--- src/rtl/xaddrgen2_if.sv ---
// Control, configuration and address bus of the xaddrgen2 sweep generator.
// The master drives the controls and config; the slave (the generator) returns addr/mem_en/done.
interface xaddrgen2_if #(
   parameter int unsigned MEM_ADDR_W = 10,
   parameter int unsigned PERIOD_W   = 10
);
   logic                  init;
   logic                  run;
   logic                  pause;
   logic [PERIOD_W-1:0]   delay;
   logic [PERIOD_W-1:0]   period;
   logic [PERIOD_W-1:0]   duty;
   logic [PERIOD_W-1:0]   iterations;
   logic [PERIOD_W-1:0]   iterations2;
   logic [MEM_ADDR_W-1:0] start;
   logic [MEM_ADDR_W-1:0] incr;
   logic [MEM_ADDR_W-1:0] shift;
   logic [MEM_ADDR_W-1:0] shift2;
   logic [MEM_ADDR_W-1:0] addr;
   logic                  mem_en;
   logic                  done;

   modport master (
      output init, run, pause, delay, period, duty, iterations, iterations2,
             start, incr, shift, shift2,
      input  addr, mem_en, done
   );

   modport slave (
      input  init, run, pause, delay, period, duty, iterations, iterations2,
             start, incr, shift, shift2,
      output addr, mem_en, done
   );
endinterface

--- src/rtl/xaddrgen2.sv ---
// Three-level nested-loop address generator with start delay, duty gating and pause.
// Addresses are built from running bases (outer, middle, current); no multipliers.
module xaddrgen2 #(
   parameter int unsigned MEM_ADDR_W = 10,
   parameter int unsigned PERIOD_W   = 10
) (
   input  logic       clk,
   input  logic       rst,
   xaddrgen2_if.slave bus
);
   typedef enum logic [1:0] {StIdle, StDelay, StRun} state_e;

   state_e                r_state;
   logic [PERIOD_W-1:0]   r_per_last, r_it_last, r_it2_last, r_duty, r_dly;
   logic [PERIOD_W-1:0]   r_i, r_j, r_k;
   logic [MEM_ADDR_W-1:0] r_incr, r_shift, r_shift2;
   logic [MEM_ADDR_W-1:0] r_base_k, r_base_j, r_cur, r_addr;
   logic                  r_mem_en, r_done;

   logic [PERIOD_W-1:0]   w_per_last, w_it_last, w_it2_last;
   logic [PERIOD_W-1:0]   w_i_n, w_j_n, w_k_n;
   logic [MEM_ADDR_W-1:0] w_base_k_n, w_base_j_n, w_cur_n;
   logic                  w_i_wrap, w_j_wrap, w_final, w_launch, w_en_n;

   // A zero count behaves as a count of one.
   function automatic logic [PERIOD_W-1:0] last_of(input logic [PERIOD_W-1:0] n);
      return (n == '0) ? '0 : n - PERIOD_W'(1);
   endfunction

   assign w_per_last = last_of(bus.period);
   assign w_it_last  = last_of(bus.iterations);
   assign w_it2_last = last_of(bus.iterations2);

   assign w_i_wrap = (r_i == r_per_last);
   assign w_j_wrap = (r_j == r_it_last);
   assign w_final  = w_i_wrap && w_j_wrap && (r_k == r_it2_last);
   assign w_launch = bus.run && ((r_state == StIdle) ||
                                 ((r_state == StRun) && w_final && !bus.pause));
   // i never exceeds period-1, so i < duty already clips duty to period.
   assign w_en_n   = (w_i_n < r_duty);

   always_comb begin
      w_i_n      = r_i + PERIOD_W'(1);
      w_j_n      = r_j;
      w_k_n      = r_k;
      w_base_k_n = r_base_k;
      w_base_j_n = r_base_j;
      w_cur_n    = r_cur + r_incr;
      if (w_i_wrap) begin
         w_i_n = '0;
         if (!w_j_wrap) begin
            w_j_n      = r_j + PERIOD_W'(1);
            w_base_j_n = r_base_j + r_shift;
            w_cur_n    = w_base_j_n;
         end else begin
            w_j_n      = '0;
            w_k_n      = r_k + PERIOD_W'(1);
            w_base_k_n = r_base_k + r_shift2;
            w_base_j_n = w_base_k_n;
            w_cur_n    = w_base_k_n;
         end
      end
   end

   always_ff @(posedge clk) begin
      if (rst) begin
         r_state    <= StIdle;
         r_per_last <= '0;
         r_it_last  <= '0;
         r_it2_last <= '0;
         r_duty     <= '0;
         r_dly      <= '0;
         r_i        <= '0;
         r_j        <= '0;
         r_k        <= '0;
         r_incr     <= '0;
         r_shift    <= '0;
         r_shift2   <= '0;
         r_base_k   <= '0;
         r_base_j   <= '0;
         r_cur      <= '0;
         r_addr     <= '0;
         r_mem_en   <= 1'b0;
         r_done     <= 1'b1;
      end else if (w_launch) begin
         // Fresh sweep from IDLE, or back-to-back restart from the final RUN cycle.
         r_per_last <= w_per_last;
         r_it_last  <= w_it_last;
         r_it2_last <= w_it2_last;
         r_duty     <= bus.duty;
         r_incr     <= bus.incr;
         r_shift    <= bus.shift;
         r_shift2   <= bus.shift2;
         r_i        <= '0;
         r_j        <= '0;
         r_k        <= '0;
         r_base_k   <= bus.start;
         r_base_j   <= bus.start;
         r_cur      <= bus.start;
         r_done     <= 1'b0;
         if ((r_state == StIdle) && (bus.delay != '0)) begin
            r_state  <= StDelay;
            r_dly    <= bus.delay - PERIOD_W'(1);
            r_mem_en <= 1'b0;
         end else begin
            r_state  <= StRun;
            r_mem_en <= (bus.duty != '0);
            if (bus.duty != '0) r_addr <= bus.start;
         end
      end else begin
         unique case (r_state)
            StIdle: begin
               if (bus.init) begin
                  r_base_k <= bus.start;
                  r_base_j <= bus.start;
                  r_cur    <= bus.start;
                  r_addr   <= bus.start;
               end
            end
            StDelay: begin
               if (!bus.pause) begin
                  if (r_dly == '0) begin
                     r_state  <= StRun;
                     r_mem_en <= (r_duty != '0);
                     if (r_duty != '0) r_addr <= r_cur;
                  end else begin
                     r_dly <= r_dly - PERIOD_W'(1);
                  end
               end
            end
            StRun: begin
               if (bus.pause) begin
                  r_mem_en <= 1'b0;
               end else if (w_final) begin
                  r_state  <= StIdle;
                  r_mem_en <= 1'b0;
                  r_done   <= 1'b1;
               end else begin
                  r_i      <= w_i_n;
                  r_j      <= w_j_n;
                  r_k      <= w_k_n;
                  r_base_k <= w_base_k_n;
                  r_base_j <= w_base_j_n;
                  r_cur    <= w_cur_n;
                  r_mem_en <= w_en_n;
                  if (w_en_n) r_addr <= w_cur_n;
               end
            end
            default: r_state <= StIdle;
         endcase
      end
   end

   assign bus.addr   = r_addr;
   assign bus.mem_en = r_mem_en;
   assign bus.done   = r_done;
endmodule
--- src/flat_wrapper.sv ---
// flat-port wrapper written by rule: the top's interface ports become plain ports
module xaddrgen2_flat 
#(
   parameter int unsigned MEM_ADDR_W = 10,
   parameter int unsigned PERIOD_W   = 10
)
  (clk, rst, bus_init, bus_run, bus_pause, bus_delay, bus_period, bus_duty, bus_iterations, bus_iterations2, bus_start, bus_incr, bus_shift, bus_shift2, bus_addr, bus_mem_en, bus_done);
  xaddrgen2_if #(.MEM_ADDR_W(MEM_ADDR_W), .PERIOD_W(PERIOD_W)) bus_i ();
  input  logic clk;
  input  logic rst;
  input wire logic [$bits(bus_i.init)-1:0] bus_init;
  input wire logic [$bits(bus_i.run)-1:0] bus_run;
  input wire logic [$bits(bus_i.pause)-1:0] bus_pause;
  input wire logic [$bits(bus_i.delay)-1:0] bus_delay;
  input wire logic [$bits(bus_i.period)-1:0] bus_period;
  input wire logic [$bits(bus_i.duty)-1:0] bus_duty;
  input wire logic [$bits(bus_i.iterations)-1:0] bus_iterations;
  input wire logic [$bits(bus_i.iterations2)-1:0] bus_iterations2;
  input wire logic [$bits(bus_i.start)-1:0] bus_start;
  input wire logic [$bits(bus_i.incr)-1:0] bus_incr;
  input wire logic [$bits(bus_i.shift)-1:0] bus_shift;
  input wire logic [$bits(bus_i.shift2)-1:0] bus_shift2;
  output wire logic [$bits(bus_i.addr)-1:0] bus_addr;
  output wire logic [$bits(bus_i.mem_en)-1:0] bus_mem_en;
  output wire logic [$bits(bus_i.done)-1:0] bus_done;
  assign bus_i.init = bus_init;
  assign bus_i.run = bus_run;
  assign bus_i.pause = bus_pause;
  assign bus_i.delay = bus_delay;
  assign bus_i.period = bus_period;
  assign bus_i.duty = bus_duty;
  assign bus_i.iterations = bus_iterations;
  assign bus_i.iterations2 = bus_iterations2;
  assign bus_i.start = bus_start;
  assign bus_i.incr = bus_incr;
  assign bus_i.shift = bus_shift;
  assign bus_i.shift2 = bus_shift2;
  assign bus_addr = bus_i.addr;
  assign bus_mem_en = bus_i.mem_en;
  assign bus_done = bus_i.done;
  xaddrgen2 #(.MEM_ADDR_W(MEM_ADDR_W), .PERIOD_W(PERIOD_W)) u_core (.clk(clk), .rst(rst), .bus(bus_i));
endmodule
--- config.mk ---
export PLATFORM = sky130hd
export DESIGN_NAME = xaddrgen2_flat
export DESIGN_NICKNAME = d
export VERILOG_FILES = /design/src/rtl/xaddrgen2_if.sv /design/src/rtl/xaddrgen2.sv /design/src/flat_wrapper.sv
export SDC_FILE = /design/constraint.sdc
export NUM_CORES = 1
export LEC_CHECK = 0
export CAP_MARGIN = 0
export CORE_MARGIN = 10
export CORE_UTILIZATION = 55
export CTS_CLUSTER_SIZE = 12
export DETAILED_ROUTE_END_ITERATION = 7
export DONT_BUFFER_PORTS = 1
export PLACE_DENSITY = 0.7
export SLEW_MARGIN = 20
export SYNTH_ARGS = -nofsm -noshare
export SYNTH_HDL_FRONTEND = slang
export SYNTH_SLANG_ARGS = --single-unit
--- constraint.sdc ---
create_clock -name clk -period 4.36 [get_ports clk]
set_input_delay 0 -clock clk [delete_from_list [all_inputs] [get_ports clk]]
set_output_delay 0 -clock clk [all_outputs]
set_load 0.02 [all_outputs]
# [After elaboration in Yosys (flattened, before gate mapping)]
# Index checks and enable logic that the tools add are counted.
# Widths: inputs -> output; s select.
[word_totals] ff_bits=154 wordCells=143 in_bits=95 out_inout_bits=12
[op_classes] reduce_logical=34 bitwise=2 order_cmp=1 n_mux=56 n_addsub=11 n_eq_ne=21
[op_table] cell="$mux 10" count=34
[op_table] cell="$pmux 10 s2" count=3
[op_table] cell="$sub 10x1->10 const B" count=5
[op_table] cell="$logic_not 10->1" count=4
[op_table] cell="$add 10x1->10 const B" count=3
[op_table] cell="$add 10x10->10" count=3
[op_table] cell="$eq 10x10->1" count=3
[op_table] cell="$pmux 10 s3" count=1
[op_table] cell="$reduce_bool 10->1" count=3
[op_table] cell="$ne 3x1->1 const B" count=6
[op_table] cell="$reduce_and 5->1" count=3
[op_table] cell="$mux 2" count=6
[op_table] cell="$reduce_and 4->1" count=3
[op_table] cell="$lt 10x10->1" count=1
[op_table] cell="$mux 1" count=10
[op_table] cell="$reduce_and 10->1" count=1
[op_table] cell="$ne 3x2->1 const B" count=3
[op_table] cell="$reduce_and 3->1" count=3
[op_table] cell="$logic_and 1x1->1" count=6
[op_table] cell="$ne 2x1->1 const B" count=3
[op_table] cell="$ne 2x2->1 const B" count=3
[op_table] cell="$pmux 2 s3" count=1
[op_table] cell="$reduce_and 6->1" count=1
[op_table] cell="$reduce_bool 2->1" count=3
[op_table] cell="11 further kinds" count=13

# [Longest topological paths before layout]
# Gate-level depths: netlist of the first run.
[depth] ltp_word=9 ltp_mapped=19

# [Worst setup path after synthesis of the first run]
# No wires, ideal clock.
[synth_path] path_type="reg-to-reg" from="reg u_core.r_i[2]" to="reg u_core.r_addr[9] (netlist: u_core.bus.addr[9])" stages_incl_launch_ff=18 period_less_slack_ns=3.891 n_path_buf=5 slack_ns=0.469 setup_ns=0.086 arrival_ns=3.805 t_required_ns=4.274 path_cell_list="dfxtp_1 > clkbuf_1 > xnor2_1 > nand4_1 > nor3_1 > buf_2 > buf_1 > clkbuf_1 > nor2_1 > ha_1 > a21o_1 > nand3_1 > a21oi_1 > a2111o_1 > o41ai_1 > a32oi_2 > buf_6 > a221oi_2"
[synth_lines] item="start: declaration" line="xaddrgen2.sv:15" source="logic [PERIOD_W-1:0] r_i, r_j, r_k;"
[synth_lines] item="start signal: assignment" line="xaddrgen2.sv:139" source="r_i <= w_i_n;"
[synth_lines] item="$add 10x1->10 / $eq 10x10->1 (equally long branches)" line="xaddrgen2.sv:43, xaddrgen2.sv:34"
[synth_lines] item="$mux 10 *" line="xaddrgen2.sv:49" source="if (w_i_wrap) begin"
[synth_lines] item="net u_core.w_i_n[3]" line="xaddrgen2.sv:21" source="logic [PERIOD_W-1:0] w_i_n, w_j_n, w_k_n;"
[synth_lines] item="$lt 10x10->1 *" line="xaddrgen2.sv:40" source="assign w_en_n = (w_i_n < r_duty);"
[synth_lines] item="$ne 3x1->1 (no source line) *"
[synth_lines] item="$reduce_and 10->1 (no source line) *"
[synth_lines] item="end signal: assignment" line="xaddrgen2.sv:108" source="if (bus.duty != '0) r_addr <= bus.start;"
[synth_lines] item="end signal: assignment" line="xaddrgen2.sv:117" source="r_addr <= bus.start;"
[synth_lines] item="end signal: assignment" line="xaddrgen2.sv:125" source="if (r_duty != '0) r_addr <= r_cur;"
[synth_lines] item="end: declaration" line="xaddrgen2.sv:17" source="logic [MEM_ADDR_W-1:0] r_base_k, r_base_j, r_cur, r_addr;"
# Mark *: on every way through the listed nets, which the timed path passes. The rest lies on a longest branch. The select of a mux whose other input is x is not followed.
# A chain may end at the register's enable or synchronous reset.

# [Worst setup path in the final report of the first run]
[layout_path] from="reg u_core.r_i[2]" to="reg u_core.r_dly[9]"
[layout_between] elab_chain_cells=9
[layout_lines] item="$eq 10x10->1 *" line="xaddrgen2.sv:34" source="assign w_i_wrap = (r_i == r_per_last);"
[layout_lines] item="$logic_and 1x1->1 * (2 in series)" line="xaddrgen2.sv:36" source="assign w_final = w_i_wrap && w_j_wrap && (r_k == r_it2_last);"
[layout_lines] item="$logic_and 1x1->1 * (2 in series)" line="xaddrgen2.sv:38" source="((r_state == StRun) && w_final && !bus.pause));"
[layout_lines] item="$logic_or 1x1->1 *" line="xaddrgen2.sv:37" source="assign w_launch = bus.run && ((r_state == StIdle) ||"
[layout_lines] item="$logic_and 1x1->1 *" line="xaddrgen2.sv:37"
[layout_lines] item="$ne 2x2->1 (no source line), or another cell as far along"
[layout_lines] item="$reduce_and 4->1 (no source line)"
[layout_lines] item="end signal: assignment" line="xaddrgen2.sv:103" source="r_dly <= bus.delay - PERIOD_W'(1);"
[layout_lines] item="end signal: assignment" line="xaddrgen2.sv:127" source="r_dly <= r_dly - PERIOD_W'(1);"
[layout_lines] item="end: declaration" line="xaddrgen2.sv:14" source="logic [PERIOD_W-1:0] r_per_last, r_it_last, r_it2_last, r_duty, r_dly;"
# Every way passes the cells marked *; elsewhere a longest branch is shown, timed or not.

==> results of run 1 <==
## sequential cells by signal (all words and copies together) (netlist names)
| name | count |
|---|---|
| u_core.r_dly | 10 |
| u_core.bus.addr | 10 |
| u_core.bus.mem_en | 1 |
| u_core.r_j | 10 |
| u_core.r_k | 10 |
| u_core.r_it_last | 10 |
| u_core.r_incr | 10 |
| u_core.r_duty | 10 |
| u_core.r_shift | 10 |
| u_core.r_it2_last | 10 |
| u_core.r_i | 10 |
| u_core.r_cur | 10 |
| u_core.r_base_j | 10 |
| u_core.r_base_k | 10 |
| u_core.r_state | 2 |
| u_core.r_per_last | 10 |
| u_core.r_shift2 | 10 |
| u_core.bus.done | 1 |
## path summary, 6_finish.rpt
check                               to  slack, ns  cells past startpoint
hold reg to reg       u_core.r_duty[7]       0.45                      2
setup / recovery       u_core.r_dly[9]       0.33                     12
setup reg to reg       u_core.r_dly[9]       0.33                     12
hold / removal    u_core.r_it2_last[5]       0.02                      4
## per-layer routing
metal  vias up  GRT usage [%]  wire (µm)  part of all wire, %
li1       4363              -          -                    -
met1      4118          32.17      12210                   45
met2       351          37.01      12240                   45
met3        42          6.826       2330                  8.5
met4         0          8.292        554                  2.0
met5         -              0          0                    0
## per-stage QoR
step           setup WS, ns  utilization [%]
3_3_place_gp         0.6102            56.25
6_report             0.3337            68.63
4_1_cts              0.2089            68.47
5_1_grt             0.09971            68.63
3_5_place_dp         0.4748            56.28
2_1_floorplan        0.4685                -
## final cells by class
type | instances | area, µm²
Inverter | 37 | 138.9
Clock buffer | 23 | 478.0
Clock inverter | 7 | 140.1
Multi-Input combinational cell | 916 | 5718
Tap cell | 220 | 275.3
Fill cell | 1334 | 5165
Antenna cell | 2 | 5.005
Sequential cell | 154 | 3083
Timing Repair Buffer | 146 | 1463
## where the power goes
| part | internal, µW | switching [µW] | leakage [µW] |
|---|---|---|---|
| Sequential | 1560 | 166 | 0.00126 |
| Combinational | 541 | 793 | 0.00278 |
| Clock | 997 | 579 | 0.000295 |
## repair_timing
item,in CTS,in global routing
hold endpoints to repair,123,3
hold buffers,137,1
setup endpoints to repair,0,1
resized for setup,0,1
## layout by cell type (no fill, tap or decap), types with 16 or more instances in the layout
cell           synthesis  final
xnor2_1               54     54
clkbuf_16              0     17
nor2_1               109    109
dlygate4sd3_1          0    137
nand3_1               29     29
o21ai_0               70     70
nor4_1                17     17
ha_1                  47     47
a21oi_1               91     91
nor3_1                27     26
xor2_1                41     41
mux2i_1               16     16
dfxtp_1              154    154
a211oi_1              18     18
nand2_1              210    210
inv_1                 36     36
## critical path, cell delays in order, from the launching register on
cell	delay, ns
dfxtp_1	0.44
xnor2_1	0.16
nand4_1	0.16
or3_4	0.56
o31ai_4	0.40
buf_6	0.54
o31ai_2	0.14
buf_4	0.24
nand2_1	0.08
a32oi_1	0.05
dlygate4sd3_1	0.58
nor2_1	0.08
dlygate4sd3_1	0.55
## logic make-up after synthesis
| logic type | count (synthesis) | share of synthesized area [%] |
|---|---|---|
| AOI/OAI and AO/OA | 289 | 20.85 |
| xor gates and xnor gates | 95 | 9.096 |
| adders and majority gates | 50 | 7.085 |
| buffers and inverters | 86 | 4.049 |
| DFF | 154 | 33.70 |
| muxes | 19 | 2.120 |
| and+or+nand+nor | 463 | 23.10 |
==> impl_metrics.xml, run 1 <==
<?xml version="1.0" encoding="UTF-8"?>
<metrics>
  <group name="logic_synthesis">
    <metric name="net_count_after_synthesis" unit="">1301</metric>
    <metric name="yosys.cell_types.count" unit="">76</metric>
    <metric name="ys_top_cells_by_count" unit="">nand2_1 (210), dfxtp_1 (154), nor2_1 (109)</metric>
    <metric name="yosysWarningCount" unit="">0</metric>
    <metric name="post_synth_main_area_contributors" unit="">dfxtp_1 (34%), nand2_1 (8.6%), ha_1 (6.4%)</metric>
    <metric name="yosys.area.top_type_share" unit="%">33.70</metric>
    <metric name="syn_inst" unit="">1156</metric>
    <metric name="yosys_register_bits" unit="">154</metric>
    <metric name="ys.flop_type" unit="">dfxtp_1</metric>
    <metric name="yosysMostFrequentCell" unit="">nand2_1</metric>
    <metric name="mean_cell_area_of_the_mapped_netlist" unit="µm²">7.913</metric>
    <metric name="synthesis.area" unit="mm²">0.009148</metric>
    <metric name="synth-async-reset-ratio" unit="%">0</metric>
    <metric name="seq_area_frac_synth" unit="%">33.70</metric>
    <metric name="synth_enable_flop_cells" unit="">0</metric>
    <metric name="top_cell_type_by_total_area_after_synthesis" unit="">dfxtp_1</metric>
  </group>
  <group name="sta">
    <metric name="unrepaired_setup_endpoints_after_global_routing" unit="">no</metric>
    <metric name="timing_worst_slew_pin_value" unit="ns">0.8921</metric>
    <metric name="final_period_minus_worst_setup_slack" unit="ns">4.026</metric>
    <metric name="fin_setup_tns" unit="ns">0</metric>
    <metric name="layout_worst_path_cycle_share" unit="%">92.35</metric>
    <metric name="final.hold.worst_slack" unit="ns">0.02009</metric>
    <metric name="clock_skew" unit="ns">0.01046</metric>
    <metric name="final_max_tran_viols" unit="">0</metric>
    <metric name="slew_headroom" unit="%">40.46</metric>
    <metric name="timing.final.setup_violations" unit="">0</metric>
    <metric name="hold_violations" unit="">0</metric>
    <metric name="f_max" unit="MHz">248.4</metric>
  </group>
  <group name="die">
    <metric name="core_region_area" unit="mm²">0.01647</metric>
    <metric name="die_y" unit="µm">149.0</metric>
    <metric name="core.rowCount" unit="">47</metric>
    <metric name="die_width" unit="µm">149.0</metric>
    <metric name="design.portCount" unit="">107</metric>
    <metric name="initial_core_util" unit="%">55.55</metric>
    <metric name="design.die.area" unit="mm²">0.02219</metric>
  </group>
  <group name="clock_network">
    <metric name="cts.sink_count" unit="">154</metric>
    <metric name="cts-root-buf" unit="">clkbuf_16</metric>
    <metric name="tritoncts_clock_tree" unit="">yes</metric>
    <metric name="cts_max_level" unit="">4</metric>
    <metric name="clock_path_buffers" unit="">2</metric>
    <metric name="post_cts.repair.setup_buffers" unit="">0</metric>
    <metric name="clkLatencyLatePin" unit="ns">0.43</metric>
    <metric name="clock_edge_transition_at_the_registers_on_the_reported_setup_and_hold_paths" unit="ns">0.06</metric>
    <metric name="cts_made_buffers" unit="">17</metric>
  </group>
  <group name="critical_path">
    <metric name="r2r_start" unit="">u_core.r_i[2]</metric>
    <metric name="timing.critical_path.fanout_max" unit="">75</metric>
    <metric name="start_kind" unit="">register</metric>
    <metric name="timing.critical_path.from" unit="">u_core.r_i[2]</metric>
    <metric name="worst_ep_arrival" unit="ns">4.40</metric>
    <metric name="end_kind" unit="">register</metric>
    <metric name="setup.worst_path.class" unit="">reg -&gt; reg</metric>
    <metric name="timing.critical_path.required" unit="ns">4.73</metric>
  </group>
  <group name="place">
    <metric name="hpwl" unit="mm">18.15</metric>
    <metric name="dpl-instance-area" unit="mm²">0.009268</metric>
    <metric name="portBuffers" unit="">0</metric>
    <metric name="place.gp.congestion" unit="">0.9651</metric>
    <metric name="dp.cells" unit="">1335</metric>
  </group>
  <group name="power_and_ir_drop">
    <metric name="leakage" unit="µW">0.004337</metric>
    <metric name="cellPowerDensity" unit="mW/mm²">410.2</metric>
    <metric name="power" unit="µW">4636</metric>
    <metric name="worst_ir_drop_vdd" unit="mV">0.3753</metric>
  </group>
  <group name="grt">
    <metric name="grt_max_degree" unit="">91</metric>
    <metric name="grt_antenna_before_repair" unit="">2</metric>
    <metric name="first_global_vias" unit="">8551</metric>
    <metric name="grt_overflow_total" unit="">0</metric>
    <metric name="global_routing_usage_summed_across_all_routing_layers" unit="%">24.25</metric>
    <metric name="grt_pass1_wl" unit="mm">43.96</metric>
  </group>
  <group name="finish">
    <metric name="area.growth.synth_to_final" unit="%">23.54</metric>
    <metric name="post-route-cell-area" unit="mm²">0.01130</metric>
    <metric name="design.final.nets" unit="">1417</metric>
    <metric name="drive_above_1_share" unit="%">5.300</metric>
    <metric name="post_route_non_filler_standard_cell_count" unit="">1505</metric>
  </group>
  <group name="route">
    <metric name="drt-initial-drc-count" unit="">698</metric>
    <metric name="detail_route.first_pass.iterations" unit="">5</metric>
    <metric name="post_drt_via_cell_ratio" unit="">5.896</metric>
    <metric name="detail_route.wl_per_cell" unit="µm">18.17</metric>
    <metric name="detail-route-antenna-nets" unit="">0</metric>
    <metric name="routed_wl" unit="mm">27.34</metric>
    <metric name="dr_total_vias" unit="">8874</metric>
    <metric name="remaining_drc_errors" unit="">0</metric>
  </group>
  <group name="run_status">
    <metric name="outcome" unit="">completed</metric>
  </group>
  <group name="min_path">
    <metric name="hold_path_class" unit="">in -&gt; reg</metric>
    <metric name="min_from" unit="">rst</metric>
  </group>
  <group name="flow_run">
    <metric name="cap_viol_max_count" unit="">0</metric>
  </group>
</metrics>
Power figures use the tool's default switching activity.
==> inputs of run 2 (changes only) <==
Clock period 4.36 ns to 4.7 ns, I/O delays scaled along.
==> run 2 against run 1 <==
- count of clock-buffer cells in the layout grew 2
- routed wire length decreased by 0.40%
- largest power group unchanged
- non-clock buffer count down 8
- first-iteration DRC count is 0.43% lower
- setup slack better by 0.16 ns
- die area did not move
- critical path type unchanged
- final cell count down 0.40%
- hold slack lost 0.017 ns
==> impl_metrics.xml, run 2 (synthesis gave the netlist of run 1 again) <==
<?xml version="1.0" encoding="UTF-8"?>
<metrics>
  <group name="run_status">
    <metric name="outcome" unit="">completed</metric>
  </group>
  <group name="sta">
    <metric name="timing_worst_slew_pin_value" unit="ns">0.9751</metric>
    <metric name="fin_setup_tns" unit="ns">0</metric>
    <metric name="finalWorstSetupSlack" unit="ns">0.4958</metric>
    <metric name="final.hold.worst_slack" unit="ns">0.003059</metric>
    <metric name="timing.final.setup_violations" unit="">0</metric>
    <metric name="final_period_minus_worst_setup_slack" unit="ns">4.204</metric>
    <metric name="hold_violations" unit="">0</metric>
    <metric name="slew_headroom" unit="%">34.93</metric>
    <metric name="layout_worst_path_cycle_share" unit="%">89.45</metric>
    <metric name="f_max" unit="MHz">237.9</metric>
    <metric name="unrepaired_setup_endpoints_after_global_routing" unit="">no</metric>
    <metric name="final_max_tran_viols" unit="">0</metric>
    <metric name="clock_skew" unit="ns">0.006003</metric>
  </group>
  <group name="grt">
    <metric name="grt_antenna_before_repair" unit="">2</metric>
    <metric name="grt_max_degree" unit="">91</metric>
    <metric name="grt_overflow_total" unit="">0</metric>
    <metric name="grt_pass1_wl" unit="mm">43.58</metric>
    <metric name="global_routing_usage_summed_across_all_routing_layers" unit="%">24.14</metric>
    <metric name="first_global_vias" unit="">8473</metric>
  </group>
  <group name="min_path">
    <metric name="worst_hold_path.endpoint" unit="">u_core.r_per_last[1]</metric>
    <metric name="hold_path_class" unit="">in -&gt; reg</metric>
    <metric name="worstHoldPathCells" unit="">4</metric>
    <metric name="min_from" unit="">bus_period[9]</metric>
  </group>
  <group name="die">
    <metric name="core.rowCount" unit="">47</metric>
    <metric name="design.portCount" unit="">107</metric>
    <metric name="design.die.area" unit="mm²">0.02219</metric>
    <metric name="core_region_area" unit="mm²">0.01647</metric>
    <metric name="initial_core_util" unit="%">55.55</metric>
    <metric name="die_y" unit="µm">149.0</metric>
    <metric name="die_width" unit="µm">149.0</metric>
  </group>
  <group name="route">
    <metric name="met1_length" unit="mm">12.19</metric>
    <metric name="detail_route.wl_per_cell" unit="µm">18.17</metric>
    <metric name="dr.max_layer_used" unit="">met4</metric>
    <metric name="drt-initial-drc-count" unit="">695</metric>
    <metric name="remaining_drc_errors" unit="">0</metric>
    <metric name="met3_wirelength" unit="mm">2.351</metric>
    <metric name="detail_route.first_pass.iterations" unit="">5</metric>
    <metric name="dr_total_vias" unit="">8784</metric>
    <metric name="post_drt_via_cell_ratio" unit="">5.860</metric>
    <metric name="met2_length" unit="mm">11.90</metric>
    <metric name="detail-route-antenna-nets" unit="">0</metric>
    <metric name="routed_wl" unit="mm">27.23</metric>
  </group>
  <group name="place">
    <metric name="portBuffers" unit="">0</metric>
    <metric name="place.gp.congestion" unit="">0.9685</metric>
    <metric name="pre_cts_slack" unit="ns">0.5960</metric>
    <metric name="hpwl" unit="mm">18.07</metric>
  </group>
  <group name="critical_path">
    <metric name="r2r_start" unit="">u_core.r_i[2]</metric>
    <metric name="setup.worst_path.class" unit="">reg -&gt; reg</metric>
    <metric name="start_kind" unit="">register</metric>
    <metric name="end_kind" unit="">register</metric>
    <metric name="timing.critical_path.fanout_max" unit="">15</metric>
    <metric name="regToRegEndpoint" unit="">u_core.bus.addr[9]</metric>
    <metric name="r2r.worst_path.cells" unit="">12</metric>
    <metric name="timing.critical_path.required" unit="ns">4.99</metric>
    <metric name="reg2reg_slack" unit="ns">0.50</metric>
    <metric name="worst_ep_arrival" unit="ns">4.49</metric>
  </group>
  <group name="clock_network">
    <metric name="cts_max_level" unit="">4</metric>
    <metric name="clock_path_buffers" unit="">2</metric>
    <metric name="tritoncts_clock_tree" unit="">yes</metric>
    <metric name="post_cts.repair.setup_buffers" unit="">0</metric>
    <metric name="cts-root-buf" unit="">clkbuf_16</metric>
    <metric name="clkLatencyLatePin" unit="ns">0.43</metric>
    <metric name="postCtsResizedCells" unit="">0</metric>
    <metric name="cts.sink_count" unit="">154</metric>
    <metric name="cts_made_buffers" unit="">17</metric>
    <metric name="clock_edge_transition_at_the_registers_on_the_reported_setup_and_hold_paths" unit="ns">0.06</metric>
  </group>
  <group name="finish">
    <metric name="drive_above_1_share" unit="%">5.560</metric>
    <metric name="design.final.nets" unit="">1409</metric>
    <metric name="area.growth.synth_to_final" unit="%">22.84</metric>
    <metric name="mostFrequentLayoutCell" unit="">nand2_1</metric>
    <metric name="mostFrequentLayoutCells" unit="">nand2_1 (210), dfxtp_1 (154), dlygate4sd3_1 (128)</metric>
  </group>
  <group name="power_and_ir_drop">
    <metric name="worst_ir_drop_vdd" unit="mV">0.3114</metric>
    <metric name="power" unit="µW">4339</metric>
    <metric name="leakage" unit="µW">0.004308</metric>
    <metric name="cellPowerDensity" unit="mW/mm²">386.1</metric>
  </group>
  <group name="flow_run">
    <metric name="cap_viol_max_count" unit="">0</metric>
  </group>
</metrics>
[run 2: routing by layer]
layer | up-vias | global-route usage, %
met5 | - | 0
met4 | 0 | 9.127
met3 | 58 | 7.464
met2 | 312 | 36.08
met1 | 4083 | 31.93
li1 | 4331 | -
[run 2: cell type report]
type / count / area [µm²]
Clock buffer: 25 / 505.5
Sequential cell: 154 / 3083
Multi-Input combinational cell: 916 / 5718
Antenna cell: 2 / 5.005
Clock inverter: 7 / 135.1
Fill cell: 1364 / 5229
Timing Repair Buffer: 138 / 1376
Inverter: 37 / 138.9
Tap cell: 220 / 275.3
[run 2: per-stage QoR]
stage,util [%],cells,area [µm²]
2_1_floorplan,-,1156,9148
3_3_place_gp,56.30,1336,9270
4_1_cts,68.08,1496,11210
3_5_place_dp,56.30,1336,9270
5_1_grt,68.24,1499,11240
6_report,68.24,1499,11240
[run 2: worst max path at each step]
stage | from | end | slack (ns) | cells past startpoint
after global placement | u_core.r_i[2] | u_core.bus.addr[7] | 0.76 | 13
after floorplan | u_core.r_i[2] | u_core.bus.addr[9] | 0.81 | 17
final | u_core.r_i[2] | u_core.bus.addr[9] | 0.50 | 12
after CTS | u_core.r_i[2] | u_core.bus.addr[9] | 0.57 | 12
after global routing | u_core.r_i[2] | u_core.bus.addr[4] | 0.15 | 12
after detailed placement | u_core.r_i[2] | u_core.bus.addr[9] | 0.60 | 13
[run 2: timing repair]
item,CTS,global route
setup endpoints to repair,0,0
hold buffers,128,1
endpoints found under the hold margin,123,2
[run 2: critical path, stage by stage (launching register included)]
cell and delay (ns):
dfxtp_1 0.46, xnor2_1 0.15, nand4_1 0.15, nor3_2 0.62
nor2_1 0.16, ha_1 0.37, a21oi_1 0.19, a21oi_1 0.10
a2111o_1 0.41, o41ai_1 0.61, a32oi_2 0.35, a211oi_1 0.38
a221oi_2 0.09
[run 2: power breakdown]
group,switching [µW],internal [µW]
Sequential,156,1450
Combinational,739,500
Clock,538,958
Total,1430,2910
